==> src/rtl/spi_master_arb_ctrl_if.sv <==
// Requester-side bus of the shared SPI master: two command ports in, completion status out.
interface spi_master_arb_ctrl_if #(
    parameter int unsigned ADDR_SIZE = 8
);
    logic [1:0]           req;
    logic [ADDR_SIZE+1:0] word0;
    logic [ADDR_SIZE+1:0] word1;
    logic [1:0]           ack;
    logic                 done;
    logic                 done_id;
    logic [ADDR_SIZE-1:0] rdata;
    logic                 rdata_valid;
    logic                 busy;

    modport master (
        output req, word0, word1,
        input  ack, done, done_id, rdata, rdata_valid, busy
    );
    modport slave (
        input  req, word0, word1,
        output ack, done, done_id, rdata, rdata_valid, busy
    );
endinterface

==> src/rtl/spi_master_arb_ctrl.sv <==
// Round-robin SPI master shared by two requesters: frames 10-bit command words on SS_n/MOSI
// and captures the slave's reply byte from MISO for read-data commands.
module spi_master_arb_ctrl #(
    parameter int unsigned ADDR_SIZE = 8,
    parameter int unsigned RD_LAT    = 1,
    parameter int unsigned GAP       = 2
) (
    input  logic                 clk,
    input  logic                 rst,
    spi_master_arb_ctrl_if.slave bus_if,
    output logic                 SS_n,
    output logic                 MOSI,
    input  logic                 MISO
);
    localparam int unsigned WW         = ADDR_SIZE + 2;
    localparam int unsigned CNT_MAX0   = (WW > GAP) ? WW : GAP;
    localparam int unsigned CNT_MAX    = (CNT_MAX0 > RD_LAT) ? CNT_MAX0 : RD_LAT;
    localparam int unsigned CNT_W      = $clog2(CNT_MAX + 1);
    localparam int unsigned SHIFT_LAST = WW - 1;
    localparam int unsigned WAIT_LAST  = (RD_LAT > 0) ? RD_LAT - 1 : 0;
    localparam int unsigned RECV_LAST  = ADDR_SIZE - 1;
    localparam int unsigned GAP_LAST   = (GAP > 0) ? GAP - 1 : 0;

    localparam logic [2:0] ST_IDLE  = 3'd0;
    localparam logic [2:0] ST_CMD   = 3'd1;
    localparam logic [2:0] ST_SHIFT = 3'd2;
    localparam logic [2:0] ST_WAIT  = 3'd3;
    localparam logic [2:0] ST_RECV  = 3'd4;
    localparam logic [2:0] ST_GAP   = 3'd5;

    logic [2:0]           state_q,       state_d;
    logic [CNT_W-1:0]     cnt_q,         cnt_d;
    logic [WW-1:0]        shreg_q,       shreg_d;
    logic [ADDR_SIZE-1:0] rx_q,          rx_d;
    logic                 rd_q,          rd_d;
    logic                 owner_q,       owner_d;
    logic                 rr_last_q,     rr_last_d;
    logic [1:0]           ack_q,         ack_d;
    logic                 done_q,        done_d;
    logic                 done_id_q,     done_id_d;
    logic [ADDR_SIZE-1:0] rdata_q,       rdata_d;
    logic                 rdata_valid_q, rdata_valid_d;
    logic                 busy_q,        busy_d;
    logic                 ss_n_q,        ss_n_d;
    logic                 mosi_q,        mosi_d;

    logic                 grant0_c;
    logic                 grant1_c;
    logic [WW-1:0]        sel_word_c;

    // On contention the port that did not win last time gets the link.
    assign grant0_c   = bus_if.req[0] & (~bus_if.req[1] | rr_last_q);
    assign grant1_c   = bus_if.req[1] & (~bus_if.req[0] | ~rr_last_q);
    assign sel_word_c = grant1_c ? bus_if.word1 : bus_if.word0;

    always_ff @(posedge clk or posedge rst) begin
        if (rst) begin
            state_q       <= ST_IDLE;
            cnt_q         <= '0;
            shreg_q       <= '0;
            rx_q          <= '0;
            rd_q          <= 1'b0;
            owner_q       <= 1'b0;
            rr_last_q     <= 1'b1;
            ack_q         <= 2'b00;
            done_q        <= 1'b0;
            done_id_q     <= 1'b0;
            rdata_q       <= '0;
            rdata_valid_q <= 1'b0;
            busy_q        <= 1'b0;
            ss_n_q        <= 1'b1;
            mosi_q        <= 1'b0;
        end else begin
            state_q       <= state_d;
            cnt_q         <= cnt_d;
            shreg_q       <= shreg_d;
            rx_q          <= rx_d;
            rd_q          <= rd_d;
            owner_q       <= owner_d;
            rr_last_q     <= rr_last_d;
            ack_q         <= ack_d;
            done_q        <= done_d;
            done_id_q     <= done_id_d;
            rdata_q       <= rdata_d;
            rdata_valid_q <= rdata_valid_d;
            busy_q        <= busy_d;
            ss_n_q        <= ss_n_d;
            mosi_q        <= mosi_d;
        end
    end

    // Output registers are loaded with the values of the state being entered,
    // so SS_n/MOSI line up with the state cycle that owns them.
    always_comb begin
        state_d       = state_q;
        cnt_d         = cnt_q;
        shreg_d       = shreg_q;
        rx_d          = rx_q;
        rd_d          = rd_q;
        owner_d       = owner_q;
        rr_last_d     = rr_last_q;
        ack_d         = 2'b00;
        done_d        = 1'b0;
        done_id_d     = done_id_q;
        rdata_d       = rdata_q;
        rdata_valid_d = 1'b0;
        busy_d        = busy_q;
        ss_n_d        = ss_n_q;
        mosi_d        = mosi_q;

        case (state_q)
            ST_IDLE: begin
                ss_n_d = 1'b1;
                mosi_d = 1'b0;
                if (grant0_c || grant1_c) begin
                    ack_d     = {grant1_c, grant0_c};
                    shreg_d   = sel_word_c;
                    rd_d      = (sel_word_c[WW-1 -: 2] == 2'b11);
                    owner_d   = grant1_c;
                    rr_last_d = grant1_c;
                    busy_d    = 1'b1;
                    ss_n_d    = 1'b0;
                    mosi_d    = sel_word_c[WW-1];
                    state_d   = ST_CMD;
                end
            end
            ST_CMD: begin
                // The command-check bit is repeated as the first word bit.
                mosi_d  = shreg_q[WW-1];
                cnt_d   = '0;
                state_d = ST_SHIFT;
            end
            ST_SHIFT: begin
                if (cnt_q == CNT_W'(SHIFT_LAST)) begin
                    cnt_d  = '0;
                    mosi_d = 1'b0;
                    if (rd_q) begin
                        state_d = (RD_LAT == 0) ? ST_RECV : ST_WAIT;
                    end else begin
                        state_d   = ST_GAP;
                        ss_n_d    = 1'b1;
                        done_d    = 1'b1;
                        done_id_d = owner_q;
                    end
                end else begin
                    cnt_d   = cnt_q + CNT_W'(1);
                    mosi_d  = shreg_q[WW-2];
                    shreg_d = {shreg_q[WW-2:0], 1'b0};
                end
            end
            ST_WAIT: begin
                mosi_d = 1'b0;
                if (cnt_q == CNT_W'(WAIT_LAST)) begin
                    cnt_d   = '0;
                    state_d = ST_RECV;
                end else begin
                    cnt_d = cnt_q + CNT_W'(1);
                end
            end
            ST_RECV: begin
                mosi_d = 1'b0;
                rx_d   = ADDR_SIZE'({rx_q, MISO});
                if (cnt_q == CNT_W'(RECV_LAST)) begin
                    cnt_d         = '0;
                    state_d       = ST_GAP;
                    ss_n_d        = 1'b1;
                    done_d        = 1'b1;
                    done_id_d     = owner_q;
                    rdata_d       = ADDR_SIZE'({rx_q, MISO});
                    rdata_valid_d = 1'b1;
                end else begin
                    cnt_d = cnt_q + CNT_W'(1);
                end
            end
            ST_GAP: begin
                ss_n_d = 1'b1;
                mosi_d = 1'b0;
                if (cnt_q == CNT_W'(GAP_LAST)) begin
                    cnt_d   = '0;
                    busy_d  = 1'b0;
                    state_d = ST_IDLE;
                end else begin
                    cnt_d = cnt_q + CNT_W'(1);
                end
            end
            default: begin
                state_d = ST_IDLE;
                cnt_d   = '0;
                ss_n_d  = 1'b1;
                mosi_d  = 1'b0;
                busy_d  = 1'b0;
            end
        endcase
    end

    assign bus_if.ack         = ack_q;
    assign bus_if.done        = done_q;
    assign bus_if.done_id     = done_id_q;
    assign bus_if.rdata       = rdata_q;
    assign bus_if.rdata_valid = rdata_valid_q;
    assign bus_if.busy        = busy_q;
    assign SS_n               = ss_n_q;
    assign MOSI               = mosi_q;

endmodule

==> src/flat_wrapper.sv <==
// flat-port wrapper written by rule: the top's interface ports become plain ports
module spi_master_arb_ctrl_flat 
#(
    parameter int unsigned ADDR_SIZE = 8,
    parameter int unsigned RD_LAT    = 1,
    parameter int unsigned GAP       = 2
)
  (clk, rst, SS_n, MOSI, MISO, bus_if_req, bus_if_word0, bus_if_word1, bus_if_ack, bus_if_done, bus_if_done_id, bus_if_rdata, bus_if_rdata_valid, bus_if_busy);
  spi_master_arb_ctrl_if #(.ADDR_SIZE(ADDR_SIZE)) bus_if_i ();
  input  logic clk;
  input  logic rst;
  output logic SS_n;
  output logic MOSI;
  input  logic MISO;
  input wire logic [$bits(bus_if_i.req)-1:0] bus_if_req;
  input wire logic [$bits(bus_if_i.word0)-1:0] bus_if_word0;
  input wire logic [$bits(bus_if_i.word1)-1:0] bus_if_word1;
  output wire logic [$bits(bus_if_i.ack)-1:0] bus_if_ack;
  output wire logic [$bits(bus_if_i.done)-1:0] bus_if_done;
  output wire logic [$bits(bus_if_i.done_id)-1:0] bus_if_done_id;
  output wire logic [$bits(bus_if_i.rdata)-1:0] bus_if_rdata;
  output wire logic [$bits(bus_if_i.rdata_valid)-1:0] bus_if_rdata_valid;
  output wire logic [$bits(bus_if_i.busy)-1:0] bus_if_busy;
  assign bus_if_i.req = bus_if_req;
  assign bus_if_i.word0 = bus_if_word0;
  assign bus_if_i.word1 = bus_if_word1;
  assign bus_if_ack = bus_if_i.ack;
  assign bus_if_done = bus_if_i.done;
  assign bus_if_done_id = bus_if_i.done_id;
  assign bus_if_rdata = bus_if_i.rdata;
  assign bus_if_rdata_valid = bus_if_i.rdata_valid;
  assign bus_if_busy = bus_if_i.busy;
  spi_master_arb_ctrl #(.ADDR_SIZE(ADDR_SIZE), .RD_LAT(RD_LAT), .GAP(GAP)) u_core (.clk(clk), .rst(rst), .bus_if(bus_if_i), .SS_n(SS_n), .MOSI(MOSI), .MISO(MISO));
endmodule
==> config.mk <==
export PLATFORM = sky130hd
export DESIGN_NAME = spi_master_arb_ctrl_flat
export DESIGN_NICKNAME = d
export VERILOG_FILES = /design/src/rtl/spi_master_arb_ctrl_if.sv /design/src/rtl/spi_master_arb_ctrl.sv /design/src/flat_wrapper.sv
export SDC_FILE = /design/constraint.sdc
export NUM_CORES = 1
export LEC_CHECK = 0
export CORE_MARGIN = 2
export CORE_UTILIZATION = 40
export CTS_BUF_LIST = sky130_fd_sc_hd__clkbuf_2 sky130_fd_sc_hd__clkbuf_4 sky130_fd_sc_hd__clkbuf_8
export DETAILED_ROUTE_END_ITERATION = 7
export GPL_ROUTABILITY_DRIVEN = 0
export GPL_TIMING_DRIVEN = 0
export PLACE_DENSITY = 0.74
export SYNTH_ARGS = -nofsm -noshare
export SYNTH_HDL_FRONTEND = slang
export SYNTH_SLANG_ARGS = --single-unit
==> constraint.sdc <==
create_clock -name clk -period 2.2 [get_ports clk]
set_clock_uncertainty 0.15 [all_clocks]
set_input_delay 0.33 -clock clk [delete_from_list [all_inputs] [get_ports clk]]
set_output_delay 0.33 -clock clk [all_outputs]
set_load 0.03 [all_outputs]
==> results of run 1 <==
==> sequential cells by signal, indices dropped and copies added (netlist names) <==
signal / count
u_core.rd_q: 1
u_core.shreg_q: 10
u_core.bus_if.ack: 2
u_core.owner_q: 1
u_core.bus_if.done_id: 1
u_core.bus_if.busy: 1
u_core.rr_last_q: 1
u_core.cnt_q: 4
u_core.MOSI: 1
u_core.SS_n: 1
u_core.bus_if.rdata_valid: 1
u_core.bus_if.rdata: 8
u_core.state_q: 3
u_core.rx_q: 7
u_core.bus_if.done: 1
==> cell usage after synthesis, drive strengths merged, types with 5 or more instances <==
library cell   n  area (um2)
clkbuf         5       18.77
o22ai         12       95.09
mux2          16       183.9
a31oi          8       50.05
buf            6       36.28
a21oi          8       40.04
nand2         21       78.83
dfrtp         41        1026
nor2           9       33.78
inv            6       22.52
==> layout make-up <==
cell class | count | area, um2
plain buffers | 11 | 55.05
clock buffers | 6 | 82.58
clock inverters | 2 | 35.03
fillers | 460 | 2188
inverters | 6 | 22.52
multi-input cells | 123 | 870.8
flip-flops and latches | 43 | 1079
well taps | 67 | 83.83
repair buffers | 40 | 400.4
==> metrics by stage <==
| step | utilization [%] | power [W] |
|---|---|---|
| 2_1_floorplan | - | 0.002210 |
| 3_3_place_gp | 52.13 | 0.002550 |
| 3_5_place_dp | 52.13 | 0.002593 |
| 4_1_cts | 54.57 | 0.003233 |
| 5_1_grt | 54.57 | 0.003462 |
| 6_report | 54.57 | 0.003210 |
==> per-layer routing <==
| metal | GRT usage (%) | part of all wire, % |
|---|---|---|
| met1 | 20.49 | 45 |
| met2 | 27.10 | 49 |
| met3 | 3.748 | 4.6 |
| met4 | 4.678 | 1.1 |
| met5 | 0 | 0 |
==> logic make-up after synthesis <==
group           count (synthesis)  synth area share, %
buf+inv                        17                3.827
compound gates                 44                15.25
simple gates                   54                14.01
fa+ha+maj                       3                1.852
flops                          43                53.21
xor+xnor                        3                1.297
mux                            19                10.56
==> how the worst max path moves through the flow <==
stage | startpoint | to | slack [ns] | cells past startpoint
2_1_floorplan | u_core.cnt_q[0] | u_core.bus_if.done_id | 0.31 | 6
3_3_place_gp | rst | u_core.cnt_q[2] | -0.11 | 2
3_5_place_dp | bus_if_req[0] | u_core.rd_q | -0.09 | 6
4_1_cts | u_core.cnt_q[0] | u_core.bus_if.done_id | 0.16 | 6
5_1_grt | u_core.state_q[2] | u_core.shreg_q[5] | 0.01 | 4
6_report | u_core.state_q[2] | u_core.shreg_q[5] | 0.17 | 4
==> power groups by stage <==
stage	sequential (W)	clock [W]	combinational, W
CTS	0.00128	0.000642	0.00131
finish	0.00128	0.000634	0.00130
global route	0.00132	0.000670	0.00147
detailed placement	0.00129	0	0.00130
floorplan	0.00132	0	0.000886
global placement	0.00129	0	0.00127
==> impl_results.md, run 1 <==
* Synth-to-layout area growth at 29.69%
* Post-route cell area at 2629 um2
* Hold/Removal Path Class: flop to flop
* Setup-failing EPs final at 0
* Commonest non-fill, non-tap cell in the layout: dfrtp_1
* Number of flops mapped to enable cells by yosys at 0
* PD cells at 1221 nW/um2
* Final Hold Violating Endpoints at 0
* Hold depth at 1
* CP arrival at approximately 2.0 ns
* CTS Buf Count at 5
* Hold wc startpoint: u_core.bus_if.rdata[1]
* Maximum clock frequency at 492.4 MHz
* Int Power at between 0.002 and 0.0025 W
* Ys flop type: dfrtp_1
* Status: completed
* Final Net Count at roughly 260
* WL/cell at 13.46 um
* DRT Pass-1 Iters at 4
* Dpl cell area at around 2500 um2
* Via Count at approximately 1500
* Initial drt markers at 83
* Slew headroom at 42.50%
* Post-Route WL at roughly 4000 um
* IO Pins at 41
* Number of max-cap violations at 0
* Crit path required time at 2.18 ns
* GRT Overall Usage at 15.99%
* Post-synth ARST share at between 90% and 100%
* Std cell rows at 25
* Leakage at 1.158 nW
* Yosys warns at 0
* Number of global-route vias before repair at 1541
* GRT overflow at 0
* TritonCTS clock tree: built
* Sum Neg Setup Slack at 0 ns
* Inst Count DP at 290
* Most frequent cells in the layout: 41 x dfrtp_1, 40 x clkdlybuf4s50_1, 21 x nand2_1, 13 x mux2_1, 10 x o22ai_1
* Slew @ Worst Pin at 0.8612 ns
* Sink Count at 43
* Hold Slack at 0.3367 ns
* Post-Synthesis Cells at around 180
* Setup CP Type: flop to flop
* Max incr delay on CP at about 0.53 ns
* Number of library cell types mapped by synthesis at 45
* Reg2reg start: u_core.state_q[2]
* Largest delay share family, worst path: simple AND/OR/NAND/NOR gates
* Largest net degree at the start of global routing at between 40 and 50
* DRC violations left at 0
* Proportion of layout cells with a drive suffix above 1 at 11.26%
* FF-to-FF path depth at 4
* Comb pwr share at around two fifths
* Ant. Diodes at 0
* Die H at ~75 um
* Post-synthesis average cell area at 11.08 um2
* Setup crit start kind: flop
* First-pass GRT wire length at ~7000 um
* Core box area at approximately 4800 um2
* Post-CTS Hold Fix Bufs at 0
* CTS H-tree lvls at 2
* Port bufs at 40
* Crit-path cells: or3_1 -> clkbuf_1 -> nor2_1 -> a31oi_1
* Post-route setup slack at 0.1690 ns
* Fin crit period at about 2.0 ns
* Die Wd at 75.19 um
* Mapped Nets at 211
* Initial antenna violation count at 0
* Min-Delay Endpoint: u_core.bus_if.rdata[1]
* Sequential fraction of design power at between 30% and 40%
* Critical path endpoint category: flop
* Sw frac at 36.62%
* Dpl ws at -0.09143 ns
* Post-route ant nets at 0
* Initial Util at 42.08%
* Clock power frac at between 10% and 20%
* Worst-Skew Late Latency at 0.30 ns
* Period utilization at 92.32%
* Slew Limit Fails at 0
* Die area at between 5000 and 6000 um2
* Slowest stage cell, crit path: nor2_1
* Worst path bufs/invs at 1
* RR Endpoint: u_core.shreg_q[5]
* DP HPWL at 2873 um
* Bufs on Longest Clock Path at 2
* Sequential share of the synthesized area at a little over half
* Mapped cell area at 2027 um2
* Worst reg-to-reg setup slack at 0.17 ns
* RSZ-0062 raised after global routing: false
* Clk root buf: clkbuf_8
* Cell Count, Final, Fillers Out at 298
* Sw power at 0.001175 W
* Clock transition at the registers of the reported paths at 0.09 ns
* VDD IR max at 0.5082 mV
* CTS resizes at 0
* Vias per inst at 5.107
* Flops & latches, synth at 43
* # Post-CTS Setup Buffers at 0
* Crit path max fanout at 9
Power figures use the tool's default switching activity.
==> run 2, diff against run 1 <==
--- a/config.mk
+++ b/config.mk
@@ -11,7 +11,7 @@
 export DETAILED_ROUTE_END_ITERATION = 7
 export GPL_ROUTABILITY_DRIVEN = 0
 export GPL_TIMING_DRIVEN = 0
-export PLACE_DENSITY = 0.74
+export PLACE_DENSITY = 0.75
 export SYNTH_ARGS = -nofsm -noshare
 export SYNTH_HDL_FRONTEND = slang
 export SYNTH_SLANG_ARGS = --single-unit
==> constraint.sdc (replaced) <==
create_clock -name clk -period 2.4 [get_ports clk]
set_clock_uncertainty 0.15 [all_clocks]
set_input_delay 0.36 -clock clk [delete_from_list [all_inputs] [get_ports clk]]
set_output_delay 0.36 -clock clk [all_outputs]
set_load 0.03 [all_outputs]
==> run 2 against run 1 <==
Power fell by 12%. Final cell count did not move. Fmax rose by 0.63%. Die area did not move. Setup slack improved by 0.21 ns. First-iteration DRC count fell by 1.2%. Utilization fell by 0.47 points.
==> impl_results.md, run 2 (synthesis results as in run 1) <==
* Post-route ant nets at 0 (unchanged)
* Die H at 75.19 um (unchanged)
* Int Power at 0.001770 W (-13%)
* RSZ-0062 raised after global routing: false
* Sw power at 0.001068 W (-9.2%)
* Final Net Count at 258 (unchanged)
* Comb pwr share at 41.7% (+1.3 points)
* Setup CP Type: flop to flop
* Hold depth at 1 (unchanged)
* Crit path required time at 2.42 ns (+0.24 ns)
* Setup crit start kind: flop
* Leakage at 1.148 nW (-0.82%)
* Sw frac at 37.62% (+1.0 points)
* Die area at 5653 um2 (unchanged)
* PD cells at 1089 nW/um2 (-11%)
* Hold Slack at 0.3347 ns (-0.002017 ns)
* CTS H-tree lvls at 2 (unchanged)
* # Post-CTS Setup Buffers at 0 (unchanged)
* RR Endpoint: u_core.bus_if.done_id
* Number of global-route vias before repair at 1438 (-6.7%)
* Ant. Diodes at 0 (unchanged)
* Initial antenna violation count at 0 (unchanged)
* Post-Route WL at 3897 um (-2.8%)
* TritonCTS clock tree: built
* Period utilization at 84.10% (-8.2 points)
* Proportion of layout cells with a drive suffix above 1 at 11.26% (unchanged)
* Slowest stage cell, crit path: dfrtp_1
* First-pass GRT wire length at 6644 um (-4.8%)
* Critical path endpoint category: flop
* Number of max-cap violations at 0 (unchanged)
* Port bufs at 40 (unchanged)
* IO Pins at 41 (unchanged)
* GRT Overall Usage at 15.54% (-0.45 points)
* Max FFs per register at 10 (unchanged)
* Clock transition at the registers of the reported paths at 0.08 ns (about the same)
* Worst-Skew Late Latency at 0.29 ns (about the same)
* Initial Util at 42.08% (unchanged)
* Clock power frac at 16.9% (-2.9 points)
* Most frequent cells in the layout: 41 x dfrtp_1, 40 x clkdlybuf4s50_1, 21 x nand2_1, 13 x mux2_1, 10 x o22ai_1
* Initial drt markers at 82 (-1.2%)
* Status: completed
* Min-Delay Endpoint: u_core.bus_if.rdata[3]
* Hold/Removal Path Class: flop to flop
* Slew Limit Fails at 0 (unchanged)
* FF-to-FF path depth at 6 (+2)
* Max incr delay on CP at 0.44 ns (-0.09 ns)
* Clk root buf: clkbuf_8
* Commonest non-fill, non-tap cell in the layout: dfrtp_1
* GRT overflow at 0 (unchanged)
* Setup-failing EPs final at 0 (unchanged)
* Sink Count at 43 (unchanged)
* Std cell rows at 25 (unchanged)
* Final Hold Violating Endpoints at 0 (unchanged)
* Maximum clock frequency at 495.5 MHz (+0.63%)
* Reg2reg start: u_core.cnt_q[0]
* Slew headroom at 41.89% (-0.62 points)
* Via Count at 1515 (-0.46%)
* Sum Neg Setup Slack at 0 ns (unchanged)
* Register with the most flip-flops: u_core.shreg_q
* Crit-path cells: ha_1 -> and3b_1 -> and2_1 -> buf_6 -> a31o_2 -> mux2_4
* Synth-to-layout area growth at 28.58%
* Crit path max fanout at 10 (+1)
* WL/cell at 13.08 um (-2.8%)
* CP arrival at 2.04 ns (+0.03 ns)
* Post-CTS Hold Fix Bufs at 0 (unchanged)
* Core box area at 4817 um2 (unchanged)
* Vias per inst at 5.084 (-0.46%)
* Sequential fraction of design power at 41.4% (+1.6 points)
* Bufs on Longest Clock Path at 2 (unchanged)
* Slew @ Worst Pin at 0.8704 ns (+0.009239 ns)
* Worst reg-to-reg setup slack at 0.38 ns (+0.21 ns)
* VDD IR max at 0.5250 mV (+3.3%)
* CTS Buf Count at 5 (unchanged)
* Largest net degree at the start of global routing at 44 (unchanged)
* DP HPWL at 2865 um (-0.29%)
* CTS resizes at 0 (unchanged)
* Die Wd at 75.19 um (unchanged)
* DRT Pass-1 Iters at 4 (unchanged)
* Hold wc startpoint: u_core.bus_if.rdata[3]
* Fin crit period at 2.018 ns (-0.01273 ns)
* DRC violations left at 0 (unchanged)
-- run 2: cell count changes in the layout (fill, tap and decap cells not counted) --
| cell | previous run | this run |
|---|---|---|
| bufinv_16 | 1 | 0 |
| clkbuf_4 | 0 | 1 |
-- run 2: how the worst max path moves through the flow --
stage                            startpoint               endpoint  slack (ns)
after floorplan             u_core.cnt_q[0]  u_core.bus_if.done_id        0.51
after global placement                  rst        u_core.cnt_q[2]        0.06
after detailed placement      bus_if_req[0]      u_core.shreg_q[8]        0.11
after CTS                   u_core.cnt_q[0]  u_core.bus_if.done_id        0.37
after global routing      u_core.state_q[2]      u_core.shreg_q[2]        0.23
final                       u_core.cnt_q[0]  u_core.bus_if.done_id        0.38
-- run 2: layout make-up --
cell class / count / area [um2]
flip-flops and latches: 43 / 1079
well taps: 67 / 83.83
clock buffers: 7 / 90.09
fillers: 451 / 2211
repair buffers: 40 / 400.4
inverters: 6 / 22.52
plain buffers: 11 / 55.05
clock inverters: 1 / 5.005
multi-input cells: 123 / 870.8
-- run 2: worst max-delay path: cells and delay by family, from the launching register on --
| kind | cells | cell delay [ns] |
|---|---|---|
| compound gates | 1 | 0.24 |
| fa+ha+maj | 1 | 0.26 |
| buf+inv | 1 | 0.14 |
| flops | 1 | 0.44 |
| mux | 1 | 0.29 |
| simple gates | 2 | 0.37 |
-- run 2: per-stage QoR --
| stage | instance area, um2 | setup slack, ns | total power, W | instances | utilization (%) |
|---|---|---|---|---|---|
| final | 2606 | 0.3817 | 0.002838 | 298 | 54.10 |
| after floorplan | 2027 | 0.5067 | 0.002026 | 183 | - |
| after global routing | 2606 | 0.2343 | 0.003048 | 298 | 54.10 |
| after detailed placement | 2511 | 0.1118 | 0.002375 | 290 | 52.13 |
| after global placement | 2511 | 0.05587 | 0.002338 | 290 | 52.13 |
| after CTS | 2606 | 0.3698 | 0.002860 | 298 | 54.10 |
-- run 2: power by group through the flow --
stage	clock network, W	registers [W]	logic, W
after global routing	0.000516	0.00121	0.00132
after floorplan	0	0.00121	0.000813
after global placement	0	0.00118	0.00116
final	0.000479	0.00117	0.00118
after CTS	0.000491	0.00117	0.00119
after detailed placement	0	0.00119	0.00119
-- run 2: routing by layer --
| metal | GRT usage [%] | share of wire [%] |
|---|---|---|
| met1 | 20.14 | 46 |
| met2 | 25.44 | 48 |
| met3 | 4.552 | 5.0 |
| met4 | 4.483 | 1.2 |
| met5 | 0 | 0 |
